File: src/rtl/door_motor_if.sv
// Command/status bundle between the push-button door controller (master)
// and the motor-side drive (slave). The controller issues level commands
// M_CW/M_ACW and observes bridge drives, door position and status flags.
interface door_motor_if #(
  parameter int POS_W = 8
);
  logic             M_CW;
  logic             M_ACW;
  logic             DRV_CW;
  logic             DRV_ACW;
  logic [POS_W-1:0] POS;
  logic             LIM_OPEN;
  logic             LIM_CLOSED;
  logic             BUSY;
  logic             FAULT;

  modport master (
    output M_CW, M_ACW,
    input  DRV_CW, DRV_ACW, POS, LIM_OPEN, LIM_CLOSED, BUSY, FAULT
  );

  modport slave (
    input  M_CW, M_ACW,
    output DRV_CW, DRV_ACW, POS, LIM_OPEN, LIM_CLOSED, BUSY, FAULT
  );
endinterface

File: src/rtl/door_motor_drive.sv
// Motor-side door drive: turns open/close level commands into bridge drives
// with break-before-make dead-time, tracks door position as a travel count
// (0 = closed, TRAVEL = open) and reports limit/busy/fault status.
// Optional build macro DOOR_AUTO_CLOSE_EN: after the door has sat open and
// uncommanded for HOLD cycles it closes by itself.
module door_motor_drive #(
  parameter int TRAVEL = 16,
  parameter int DEAD   = 4,
  parameter int POS_W  = 8,
  parameter int HOLD   = 32
) (
  input  logic        CLK,
  input  logic        RST,
  door_motor_if.slave bus
);

  // Elaboration-time sanity check on the parameter set.
  if (TRAVEL < 1 || TRAVEL > (2**POS_W) - 1 || DEAD < 1 || HOLD < 1) begin : g_param_check
    $error("door_motor_drive: illegal parameter set");
  end

  localparam int               CW       = $clog2(DEAD + 1);
  localparam logic [CW-1:0]    DEAD_LD  = CW'(DEAD - 1);
  localparam logic [POS_W-1:0] TRAVEL_P = POS_W'(TRAVEL);

  typedef enum logic [2:0] {
    S_IDLE,
    S_RUN_CW,
    S_RUN_ACW,
    S_DEADTIME,
    S_FAULT
  } state_t;

  state_t           state_q, state_d;
  logic [POS_W-1:0] pos_q, pos_d;
  logic [CW-1:0]    dead_q, dead_d;
  logic             drv_cw_q, drv_cw_d;
  logic             drv_acw_q, drv_acw_d;
  logic             busy_q, busy_d;
  logic             fault_q, fault_d;
  logic             decide;
  logic             stop_acw;

`ifdef DOOR_AUTO_CLOSE_EN
  localparam int            HW      = $clog2(HOLD + 1);
  localparam logic [HW-1:0] HOLD_LD = HW'(HOLD - 1);
  logic [HW-1:0] hold_q, hold_d;
  logic          auto_q, auto_d;
`endif

  // Next-state, position, dead-time and hold-timer logic.
  always_comb begin
    state_d  = state_q;
    pos_d    = pos_q;
    dead_d   = dead_q;
    decide   = 1'b0;
    stop_acw = bus.M_CW || !bus.M_ACW;
`ifdef DOOR_AUTO_CLOSE_EN
    hold_d = hold_q;
    auto_d = auto_q;
    // An automatic close runs without M_ACW held; any command interrupts it.
    if (auto_q) stop_acw = bus.M_CW || bus.M_ACW;
`endif
    case (state_q)
      S_IDLE: decide = 1'b1;
      S_RUN_CW: begin
        if (bus.M_ACW || !bus.M_CW) begin
          state_d = S_DEADTIME;
          dead_d  = DEAD_LD;
        end else begin
          pos_d = pos_q + POS_W'(1);
          // Stopping on the limit needs no dead-time.
          if (pos_q + POS_W'(1) == TRAVEL_P) state_d = S_IDLE;
        end
      end
      S_RUN_ACW: begin
        if (stop_acw) begin
          state_d = S_DEADTIME;
          dead_d  = DEAD_LD;
        end else begin
          pos_d = pos_q - POS_W'(1);
          if (pos_q == POS_W'(1)) state_d = S_IDLE;
        end
      end
      S_DEADTIME: begin
        // The final dead cycle hands straight over to the idle decision.
        if (dead_q == '0) decide = 1'b1;
        else              dead_d = dead_q - CW'(1);
      end
      S_FAULT: begin
        if (!bus.M_CW && !bus.M_ACW) begin
          state_d = S_DEADTIME;
          dead_d  = DEAD_LD;
        end
      end
      default: state_d = S_IDLE;
    endcase

    if (decide) begin
      state_d = S_IDLE;
      if (bus.M_CW && bus.M_ACW)             state_d = S_FAULT;
      else if (bus.M_CW && pos_q < TRAVEL_P) state_d = S_RUN_CW;
      else if (bus.M_ACW && pos_q != '0)     state_d = S_RUN_ACW;
`ifdef DOOR_AUTO_CLOSE_EN
      else if (state_q == S_IDLE && pos_q == TRAVEL_P) begin
        if (bus.M_CW || bus.M_ACW) hold_d = HOLD_LD;
        else if (hold_q == '0) begin
          state_d = S_RUN_ACW;
          auto_d  = 1'b1;
        end else hold_d = hold_q - HW'(1);
      end
`endif
    end

`ifdef DOOR_AUTO_CLOSE_EN
    if (state_d == S_IDLE && state_q != S_IDLE && pos_d == TRAVEL_P) hold_d = HOLD_LD;
    if (state_d != S_RUN_ACW) auto_d = 1'b0;
`endif

    drv_cw_d  = (state_d == S_RUN_CW);
    drv_acw_d = (state_d == S_RUN_ACW);
    busy_d    = (state_d != S_IDLE);
    fault_d   = (state_d == S_FAULT);
  end

  // State and registered outputs; drives are decoded from the next state so
  // they come straight from flops and can never be high together.
  always_ff @(posedge CLK) begin
    if (RST) begin
      state_q   <= S_IDLE;
      pos_q     <= '0;
      dead_q    <= '0;
      drv_cw_q  <= 1'b0;
      drv_acw_q <= 1'b0;
      busy_q    <= 1'b0;
      fault_q   <= 1'b0;
`ifdef DOOR_AUTO_CLOSE_EN
      hold_q    <= '0;
      auto_q    <= 1'b0;
`endif
    end else begin
      state_q   <= state_d;
      pos_q     <= pos_d;
      dead_q    <= dead_d;
      drv_cw_q  <= drv_cw_d;
      drv_acw_q <= drv_acw_d;
      busy_q    <= busy_d;
      fault_q   <= fault_d;
`ifdef DOOR_AUTO_CLOSE_EN
      hold_q    <= hold_d;
      auto_q    <= auto_d;
`endif
    end
  end

  assign bus.DRV_CW     = drv_cw_q;
  assign bus.DRV_ACW    = drv_acw_q;
  assign bus.POS        = pos_q;
  assign bus.BUSY       = busy_q;
  assign bus.FAULT      = fault_q;
  assign bus.LIM_OPEN   = (pos_q == TRAVEL_P);
  assign bus.LIM_CLOSED = (pos_q == '0);

endmodule

File: src/flat_wrapper.sv
// flat-port wrapper written by rule: the top's interface ports become plain ports
module door_motor_drive_flat 
#(
  parameter int TRAVEL = 16,
  parameter int DEAD   = 4,
  parameter int POS_W  = 8,
  parameter int HOLD   = 32
)
  (CLK, RST, bus_M_CW, bus_M_ACW, bus_DRV_CW, bus_DRV_ACW, bus_POS, bus_LIM_OPEN, bus_LIM_CLOSED, bus_BUSY, bus_FAULT);
  door_motor_if #(.POS_W(POS_W)) bus_i ();
  input  logic CLK;
  input  logic RST;
  input wire logic [$bits(bus_i.M_CW)-1:0] bus_M_CW;
  input wire logic [$bits(bus_i.M_ACW)-1:0] bus_M_ACW;
  output wire logic [$bits(bus_i.DRV_CW)-1:0] bus_DRV_CW;
  output wire logic [$bits(bus_i.DRV_ACW)-1:0] bus_DRV_ACW;
  output wire logic [$bits(bus_i.POS)-1:0] bus_POS;
  output wire logic [$bits(bus_i.LIM_OPEN)-1:0] bus_LIM_OPEN;
  output wire logic [$bits(bus_i.LIM_CLOSED)-1:0] bus_LIM_CLOSED;
  output wire logic [$bits(bus_i.BUSY)-1:0] bus_BUSY;
  output wire logic [$bits(bus_i.FAULT)-1:0] bus_FAULT;
  assign bus_i.M_CW = bus_M_CW;
  assign bus_i.M_ACW = bus_M_ACW;
  assign bus_DRV_CW = bus_i.DRV_CW;
  assign bus_DRV_ACW = bus_i.DRV_ACW;
  assign bus_POS = bus_i.POS;
  assign bus_LIM_OPEN = bus_i.LIM_OPEN;
  assign bus_LIM_CLOSED = bus_i.LIM_CLOSED;
  assign bus_BUSY = bus_i.BUSY;
  assign bus_FAULT = bus_i.FAULT;
  door_motor_drive #(.TRAVEL(TRAVEL), .DEAD(DEAD), .POS_W(POS_W), .HOLD(HOLD)) u_core (.CLK(CLK), .RST(RST), .bus(bus_i));
endmodule
File: config.mk
export PLATFORM = sky130hd
export DESIGN_NAME = door_motor_drive_flat
export DESIGN_NICKNAME = d
export VERILOG_FILES = /design/src/rtl/door_motor_if.sv /design/src/rtl/door_motor_drive.sv /design/src/flat_wrapper.sv
export SDC_FILE = /design/constraint.sdc
export NUM_CORES = 1
export LEC_CHECK = 0
export ABC_AREA = 1
export CAP_MARGIN = 20
export CORE_MARGIN = 4
export CORE_UTILIZATION = 56
export DETAILED_ROUTE_END_ITERATION = 12
export DONT_BUFFER_PORTS = 1
export PLACE_DENSITY = 0.86
export SYNTH_ARGS = -nofsm -noshare
export SYNTH_HDL_FRONTEND = slang
export SYNTH_SLANG_ARGS = --single-unit
File: constraint.sdc
create_clock -name CLK -period 1.7 [get_ports CLK]
set_clock_uncertainty 0.2 [all_clocks]
set_input_delay 0.17 -clock CLK [delete_from_list [all_inputs] [get_ports CLK]]
set_output_delay 0.17 -clock CLK [all_outputs]
set_load 0.005 [all_outputs]
---- Word level (Yosys, flattened, before mapping) ----
Index checks and enable logic that the tools add are counted.
storage, ports and cells
  flip-flop bits (word level) ............. 18
  input port bits ......................... 4
  logic and storage cells ................. 65
cells by class
  add/sub/neg operators ................... 3
  order comparisons ....................... 1
  equal/unequal tests ..................... 16
  muxes and demuxes ....................... 20
  reductions and logical operators ........ 18
operators with widths
  operator               number
  $mux W3                12
  $pmux W3 S4            2
  $eq A8 B5 Y1 const B   2
  $mux W8                2
  $pmux W8 S2            1
  $eq A3 B2 Y1 const B   3
  $add A8 B1 Y8 const B  1
  $eq A8 B1 Y1 const B   1
  $logic_not A8 Y1       1
  $lt A8 B5 Y1 const B   1
  $reduce_bool A8 Y1     1
  $sub A8 B1 Y8 const B  1
  $eq A3 B1 Y1 const B   2
  $eq A3 B3 Y1 const B   2
  $logic_not A3 Y1       2
  $ne A2 B1 Y1 const B   3
  $ne A2 B2 Y1 const B   3
  $reduce_and A5 Y1      1
  $logic_and A1 B1 Y1    4
  $reduce_bool A4 Y1     1
  $reduce_and A3 Y1      1
  $reduce_bool A3 Y1     1
  $sub A3 B1 Y3 const B  1
  $logic_not A1 Y1       2
  6 further kinds        7

---- Depth between registers and ports, before layout ----
Gate-level depths: netlist of run 1.
  depth after elaboration ................. 7
  mapped depth ............................ 13
  mapped depth without buffers ............ 13

---- Least setup slack after synthesis of run 1 ----
No wires, ideal clock.
  kind .................................... register -> register
  from .................................... reg u_core.pos_q[0] (netlist: u_core.bus.POS[0])
  to ...................................... reg u_core.busy_q (netlist: u_core.bus.BUSY)
  setup time .............................. 0.114 ns
  arrival ................................. 1.377 ns
  path slack .............................. 0.009 ns
  stages on the path, launching flop included .. 13
  buffers on the path ..................... 0
  cells stage by stage .................... dfxtp_1 -> ha_1 -> nand3_1 -> o21bai_1 -> nand2_1 -> nor2_1 -> nand3_1 -> nand2_1 -> nand2_1 -> nand2_1 -> nand2_2 -> nand2_2 -> nand2_1
on the way
  cells in the longest elaborated chain, start to end .. 7
  elaborated cells between the ends (all ways) .. 17
  those cells by class .................... add/sub (1); order compare (1); eq/ne (2); mux (9); reduce/logical (4)
RTL lines
  item                                                        line                                             RTL
  start, declared                                             door_motor_drive.sv:35                           logic [POS_W-1:0] pos_q, pos_d;
  start signal, assigned                                      door_motor_drive.sv:143                          pos_q <= pos_d;
  $add A8 B1 Y8 / $reduce_bool A8 Y1 (equally long branches)  door_motor_drive.sv:73, door_motor_drive.sv:103
  $eq A8 B5 Y1 / $logic_and A1 B1 Y1 (equally long branches)  door_motor_drive.sv:73, door_motor_drive.sv:103
  $mux W3 / $mux W2 (equally long branches)                   door_motor_drive.sv:73, door_motor_drive.sv:103
  $mux W3 (on tied branches)                                  door_motor_drive.sv:67, door_motor_drive.sv:102
  $pmux W3 S4 / $mux W3 (equally long branches)               door_motor_drive.sv:64, door_motor_drive.sv:101
  $mux W3 *                                                   door_motor_drive.sv:99                           if (decide) begin
  $reduce_bool A3 Y1 *                                        door_motor_drive.sv:122                          busy_d = (state_d != S_IDLE);
  end signal, assigned                                        door_motor_drive.sv:147                          busy_q <= busy_d;
  end, declared                                               door_motor_drive.sv:39                           logic busy_q, busy_d;
Every way passes the cells marked *; elsewhere a longest branch is shown, timed or not.
A chain may end at the register's enable or synchronous reset.

---- Final worst setup path of run 1 ----
  from .................................... reg u_core.state_q[2]
  to ...................................... reg u_core.busy_q (netlist: u_core.bus.BUSY)
on the way
  cells in the longest elaborated chain, start to end .. 5
  elaborated cells between the ends (all ways) .. 15
  those cells by class .................... eq/ne (4); mux (8); reduce/logical (3)
RTL lines
  item                                                      line                     RTL
  start, declared                                           door_motor_drive.sv:34   state_t state_q, state_d;
  start signal, assigned                                    door_motor_drive.sv:142  state_q <= state_d;
  $eq A3 B2 Y1, or another cell as far along                door_motor_drive.sv:64   case (state_q)
  $reduce_or A2 Y1 (no line), or another cell as far along  --
  $pmux W3 S4                                               door_motor_drive.sv:64
  $mux W3 *                                                 door_motor_drive.sv:99
  $reduce_bool A3 Y1 *                                      door_motor_drive.sv:122
Marked as above.

==> flow_summary.toml, run 1 <==
[sta]
fin_crit_sh_pct = 111
setup_viol = 7
worst_slew_pin_slew_ns = 0.361
fin_hold_ws_ns = 0.0730
max_slew_margin_pct = 75.9
finalHoldViolations = 0
maxSlewViolCount = 0
rsz0062_at_grt = "true"
worst_slack_ns = -0.184
setup_tns_ns = -0.615
min_period_ns = 1.88
max_freq_mhz = 531

[yosys]
async_flop_share_pct = 0
synth_edf_count = 0
syn_inst = 182
syn_area_mm2 = 0.00121
syn_nets = 192
synth_top_family_by_area = "simple AND/OR/NAND/NOR gates"
synth-xor-area-share_pct = 1.45
ys_ff_latch = 18
avgSynthCellArea_um2 = 6.65
synth_fa_ha_area_share_pct = 6.20
yosys.area_share.simple_pct = 36.1
synth-compound-area-share_pct = 16.3
yosys_warnings = 0
synth_mux_area_share_pct = 0
synth_cell_types = 30
synth_top_flop_cell = "dfxtp_1"
yosysSeqAreaShare_pct = 29.8

[die]
core_region_area_mm2 = 0.00200
boundaryPins = 18
rows = 16
die_height_um = 54.5
fp.dieW_um = 54.5
start_util_pct = 60.5
die-area_mm2 = 0.00297

[flow_run]
cap_violations = 0

[cts]
cts_root_buf = "clkbuf_4"
cts_tree = "built"
clock_path_buffers = 2
numCtsBuffers = 3
cts_max_level = 1
cts_sinks = 18
clk_pin_slew_ns = 0.11
insertion_delay_ns = 0.31

[critical_path]
arrival_ns = 1.89
cp-end-kind = "flip-flop"
required_ns = 1.71
critPathLaunchType = "flip-flop"
r2r_start = "u_core.state_q[2]"
r2r_setup_slack_ns = -0.18
crit_fanout = 5
ff2ff_path_depth = 13
worstReg2RegEnd = "u_core.bus.BUSY"
crit_type = "reg2reg"

[power]
power.density_mw_per_mm2 = 701
p_leak_nw = 0.755
vdd_drop_max_uv = 564

[run_status]
outcome = "finished with violations"
violations = "negative setup slack"

[min_path]
hold_end = "u_core.bus.DRV_ACW"
hold_class = "in2reg"
min_path_cells = 5
hold_start = "bus_M_CW"

[drt]
vias = 1375
wl_per_cell_um = 17.9
viasPerCell = 5.98
drc = 0
drtIter0Drc = 72
drtAntennaViolNets = 0
drt_pass1_iterations = 7
wl_um = 4110

[global_route]
grt_pass1_wl_um = 5240
grt_usage_pct = 24.8
grt_antenna_before_repair = 0
grt_max_degree = 12
first_global_vias = 1260
grt_overflow = 0

[layout]
num-nets-final = 214
layout_common_cells = "nand2_1 (35), inv_1 (17), nand2_2 (14)"
final_common_cell = "nand2_1"
fin_cells = 230
drive_gt1_share_pct = 38.9
area_growth_pct = 34.1
n_antenna_cell = 0

[placed_design]
placed_cells = 220
pre_cts_ws_ns = -0.0252
place.gp.congestion = 0.927
hpwlAfterDp_um = 2240
portBuffers = 0
==> metal layers <==
layer / routed length [um] / share of wire, % / vias up / GRT usage (%)
met1: 1560 / 38 / 610 / 26.2
met3: 440 / 11 / 36 / 7.36
met2: 1900 / 46 / 96 / 42.8
met4: 210 / 5.1 / 0 / 15.4
li1: - / - / 633 / -
met5: 0 / 0 / - / 0
==> how the worst max path moves through the flow <==
stage                            startpoint           endpoint  slack (ns)  depth (start not counted)
final                     u_core.state_q[2]    u_core.bus.BUSY       -0.18                         13
after global routing      u_core.bus.POS[1]    u_core.bus.BUSY       -0.36                         12
after CTS                  u_core.dead_q[0]    u_core.bus.BUSY       0.002                         11
after detailed placement  u_core.bus.POS[1]  u_core.bus.POS[6]       -0.03                         11
after global placement    u_core.bus.POS[1]  u_core.bus.POS[6]        0.02                         11
after floorplan           u_core.bus.POS[0]    u_core.bus.BUSY       0.009                         12
==> final cells by class <==
type                       instances  area [um^2]
sequential                        18          380
multi-input combinational        133          875
clock buffer                       4         36.3
inverter                          29          129
fill                             112          378
timing repair buffer              19          170
tap                               27         33.8
==> critical path: stages (launching register included) <==
cell	delay [ns]
dfxtp_1	0.38
inv_2	0.08
nand2_2	0.10
nor2_4	0.06
nand2_1	0.10
o21ai_0	0.13
nor2_1	0.17
nand2_1	0.10
nand2_1	0.11
nand2_2	0.08
nand2_2	0.08
inv_2	0.05
nor2_2	0.09
nand2_1	0.07
==> per-stage QoR <==
step	power, mW	utilization, %	cell area [um^2]
floorplan	0.704	-	1210
global placement	0.760	66.9	1340
detailed placement	0.775	66.9	1340
CTS	1.08	74.1	1480
global route	1.19	81.1	1620
finish	1.14	81.1	1620
==> repair_timing <==
action                     CTS  global route
hold buffers                 3             0
setup endpoints to repair    6            12
hold endpoints to repair    17             0
resized for setup           23            37
pin swaps                    6            15
buffers inserted             2             1
==> synthesized netlist by cell type (all sizes together) (2+ instances only) <==
master,number,area share [%]
nand2,50,17
inv,29,9.0
nor2,21,8.2
dfxtp,18,30
nand3,15,7.0
o21ai,13,5.7
a21oi,9,3.7
ha,6,6.2
nor3,4,1.7
a211oi,2,1.2
a31oi,2,1.0
buf,2,1.2
o211ai,2,1.7
xor2,2,1.4
==> cell families after synthesis <==
kind of cell	count (synthesis)
flops	18
buf+inv	31
simple gates	94
fa+ha+maj	6
xor+xnor	2
compound gates	31
==> power breakdown <==
group / total (mW) / leakage, nW / internal (mW) / switching [mW]
registers: 0.488 / 0.152 / 0.456 / 0.0315
clock network: 0.274 / 0.0210 / 0.131 / 0.143
logic: 0.376 / 0.582 / 0.137 / 0.240
==> state kept, by name, indices dropped and copies added (netlist names) <==
signal / flops
u_core.bus.DRV_ACW: 1
u_core.bus.BUSY: 1
u_core.dead_q: 3
u_core.state_q: 3
u_core.bus.DRV_CW: 1
u_core.bus.POS: 8
u_core.bus.FAULT: 1
Note: power is estimated with default switching activity, not from simulation.
==> run 2, diff against run 1 <==
- CORE_MARGIN: 4 -> not set
==> flow_summary.toml, run 2 (same netlist as run 1, synthesis figures left out) <==
[cts]
insertion_delay_ns = 0.30
clock_path_buffers = 2
numCtsBuffers = 3
cts_root_buf = "clkbuf_4"
cts_sinks = 18
cts_tree = "built"
cts_max_level = 1
clk_pin_slew_ns = 0.11

[sta]
setup_tns_ns = -0.364
worst_slew_pin_slew_ns = 0.349
max_slew_margin_pct = 76.7
rsz0062_at_grt = "true"
worst_slack_ns = -0.118
max_freq_mhz = 550
setup_viol = 4
min_period_ns = 1.82
fin_crit_sh_pct = 107
maxSlewViolCount = 0
fin_hold_ws_ns = 0.0678
finalHoldViolations = 0

[drt]
wl_per_cell_um = 15.5
wl_um = 3540
drt_pass1_iterations = 4
drc = 0
viasPerCell = 5.96
drtIter0Drc = 52
vias = 1359
drtAntennaViolNets = 0

[die]
rows = 16
core_region_area_mm2 = 0.00200
die-area_mm2 = 0.00235
die_height_um = 48.5
boundaryPins = 18
start_util_pct = 60.5
fp.dieW_um = 48.5

[layout]
n_antenna_cell = 0
drive_gt1_share_pct = 38.8
layout_common_cells = "nand2_1 (38), inv_1 (16), nand2_2 (12), buf_4 (12)"
area_growth_pct = 30.9
fin_util_pct = 79.2
num-nets-final = 213
final_common_cell = "nand2_1"
largest_reg_flops = 8

[global_route]
grt_max_degree = 12
first_global_vias = 1166
grt_usage_pct = 26.4
grt_overflow = 0
grt_antenna_before_repair = 0
grt_pass1_wl_um = 4850

[critical_path]
crit_fanout = 4
cp-end-kind = "flip-flop"
crit_type = "reg2reg"
arrival_ns = 1.87
critPathLaunchType = "flip-flop"
r2r_start = "u_core.bus.POS[0]"
required_ns = 1.75
worstReg2RegEnd = "u_core.bus.DRV_CW"
ff2ff_path_depth = 13
r2r_setup_slack_ns = -0.12

[placed_design]
place.gp.congestion = 0.949
portBuffers = 0
pre_cts_ws_ns = -0.0596
hpwlAfterDp_um = 2090

[power]
p_leak_nw = 0.728
vdd_drop_max_uv = 517
power.density_mw_per_mm2 = 679

[flow_run]
cap_violations = 0

[min_path]
hold_end = "u_core.state_q[0]"
min_path_cells = 6
hold_start = "bus_M_CW"
hold_class = "in2reg"

[run_status]
violations = "negative setup slack"
outcome = "finished with violations"
run 2: cell count changes in the layout (fill, tap and decap cells not counted), moves of 2 or more:
cell     change
dfxtp_1      -4
dfxtp_2      +3
nand2_1      +3
nand2_2      -2
nand3_2      +2
nor3_1       +2
nor3_2       -2
run 2: power by group:
part           leakage, nW  switching [mW]  internal, mW
Combinational        0.561           0.220         0.137
Clock               0.0138           0.146        0.0828
Sequential           0.154          0.0324         0.457
Total                0.728           0.399         0.677
run 2: critical path: stages (launching register included):
cell and delay, ns:
dfxtp_4 0.41, ha_4 0.16, nand2_2 0.06, nor2_2 0.15, nand2_1 0.14, nand3_1 0.11, nor2_1 0.05, nand3_1 0.09
nand2_1 0.05, nand2_1 0.05, nand2_1 0.06, nand2_2 0.08, nand2_2 0.06, nor2_1 0.09
run 2: worst max path at each step:
stage                                  from                end  slack, ns  cells after the start
final                     u_core.bus.POS[0]  u_core.bus.DRV_CW      -0.12                     13
after global placement    u_core.bus.POS[1]  u_core.bus.POS[6]       0.02                     11
after CTS                 u_core.bus.POS[5]       bus_LIM_OPEN     -0.002                      4
after detailed placement  u_core.bus.POS[1]  u_core.bus.POS[6]      -0.06                     11
after floorplan           u_core.bus.POS[0]    u_core.bus.BUSY      0.009                     12
after global routing      u_core.bus.POS[0]  u_core.bus.DRV_CW      -0.21                     13
run 2: layer usage:
| metal | share of wire (%) | vias up | routed length, um | GRT usage (%) |
|---|---|---|---|---|
| li1 | - | 631 | - | - |
| met1 | 37 | 613 | 1310 | 33.1 |
| met2 | 47 | 93 | 1660 | 45.1 |
| met3 | 11 | 22 | 384 | 4.09 |
| met4 | 5.1 | 0 | 181 | 10.8 |
| met5 | 0 | - | 0 | 0 |
run 2: cell type report:
class / count / area [um^2]
Multi-Input combinational cell: 133 / 852
Fill cell: 132 / 417
Sequential cell: 18 / 388
Timing Repair Buffer: 18 / 163
Inverter: 29 / 126
Tap cell: 27 / 33.8
Clock buffer: 3 / 22.5
run 2: what timing repair did:
| action | 4_1_cts | 5_1_grt |
|---|---|---|
| hold buffers | 3 | 0 |
| setup buffers | 0 | 3 |
| pin swaps | 5 | 15 |
| hold endpoints to repair | 17 | 0 |
| endpoints found under the setup margin | 8 | 13 |
| resized for setup | 15 | 45 |
run 2: metrics by stage:
step	std cells	total power [mW]	instance area, um^2
after detailed placement	219	0.772	1330
final	228	1.08	1590
after floorplan	182	0.704	1210
after global placement	219	0.758	1330
after global routing	228	1.12	1590
after CTS	225	1.01	1420
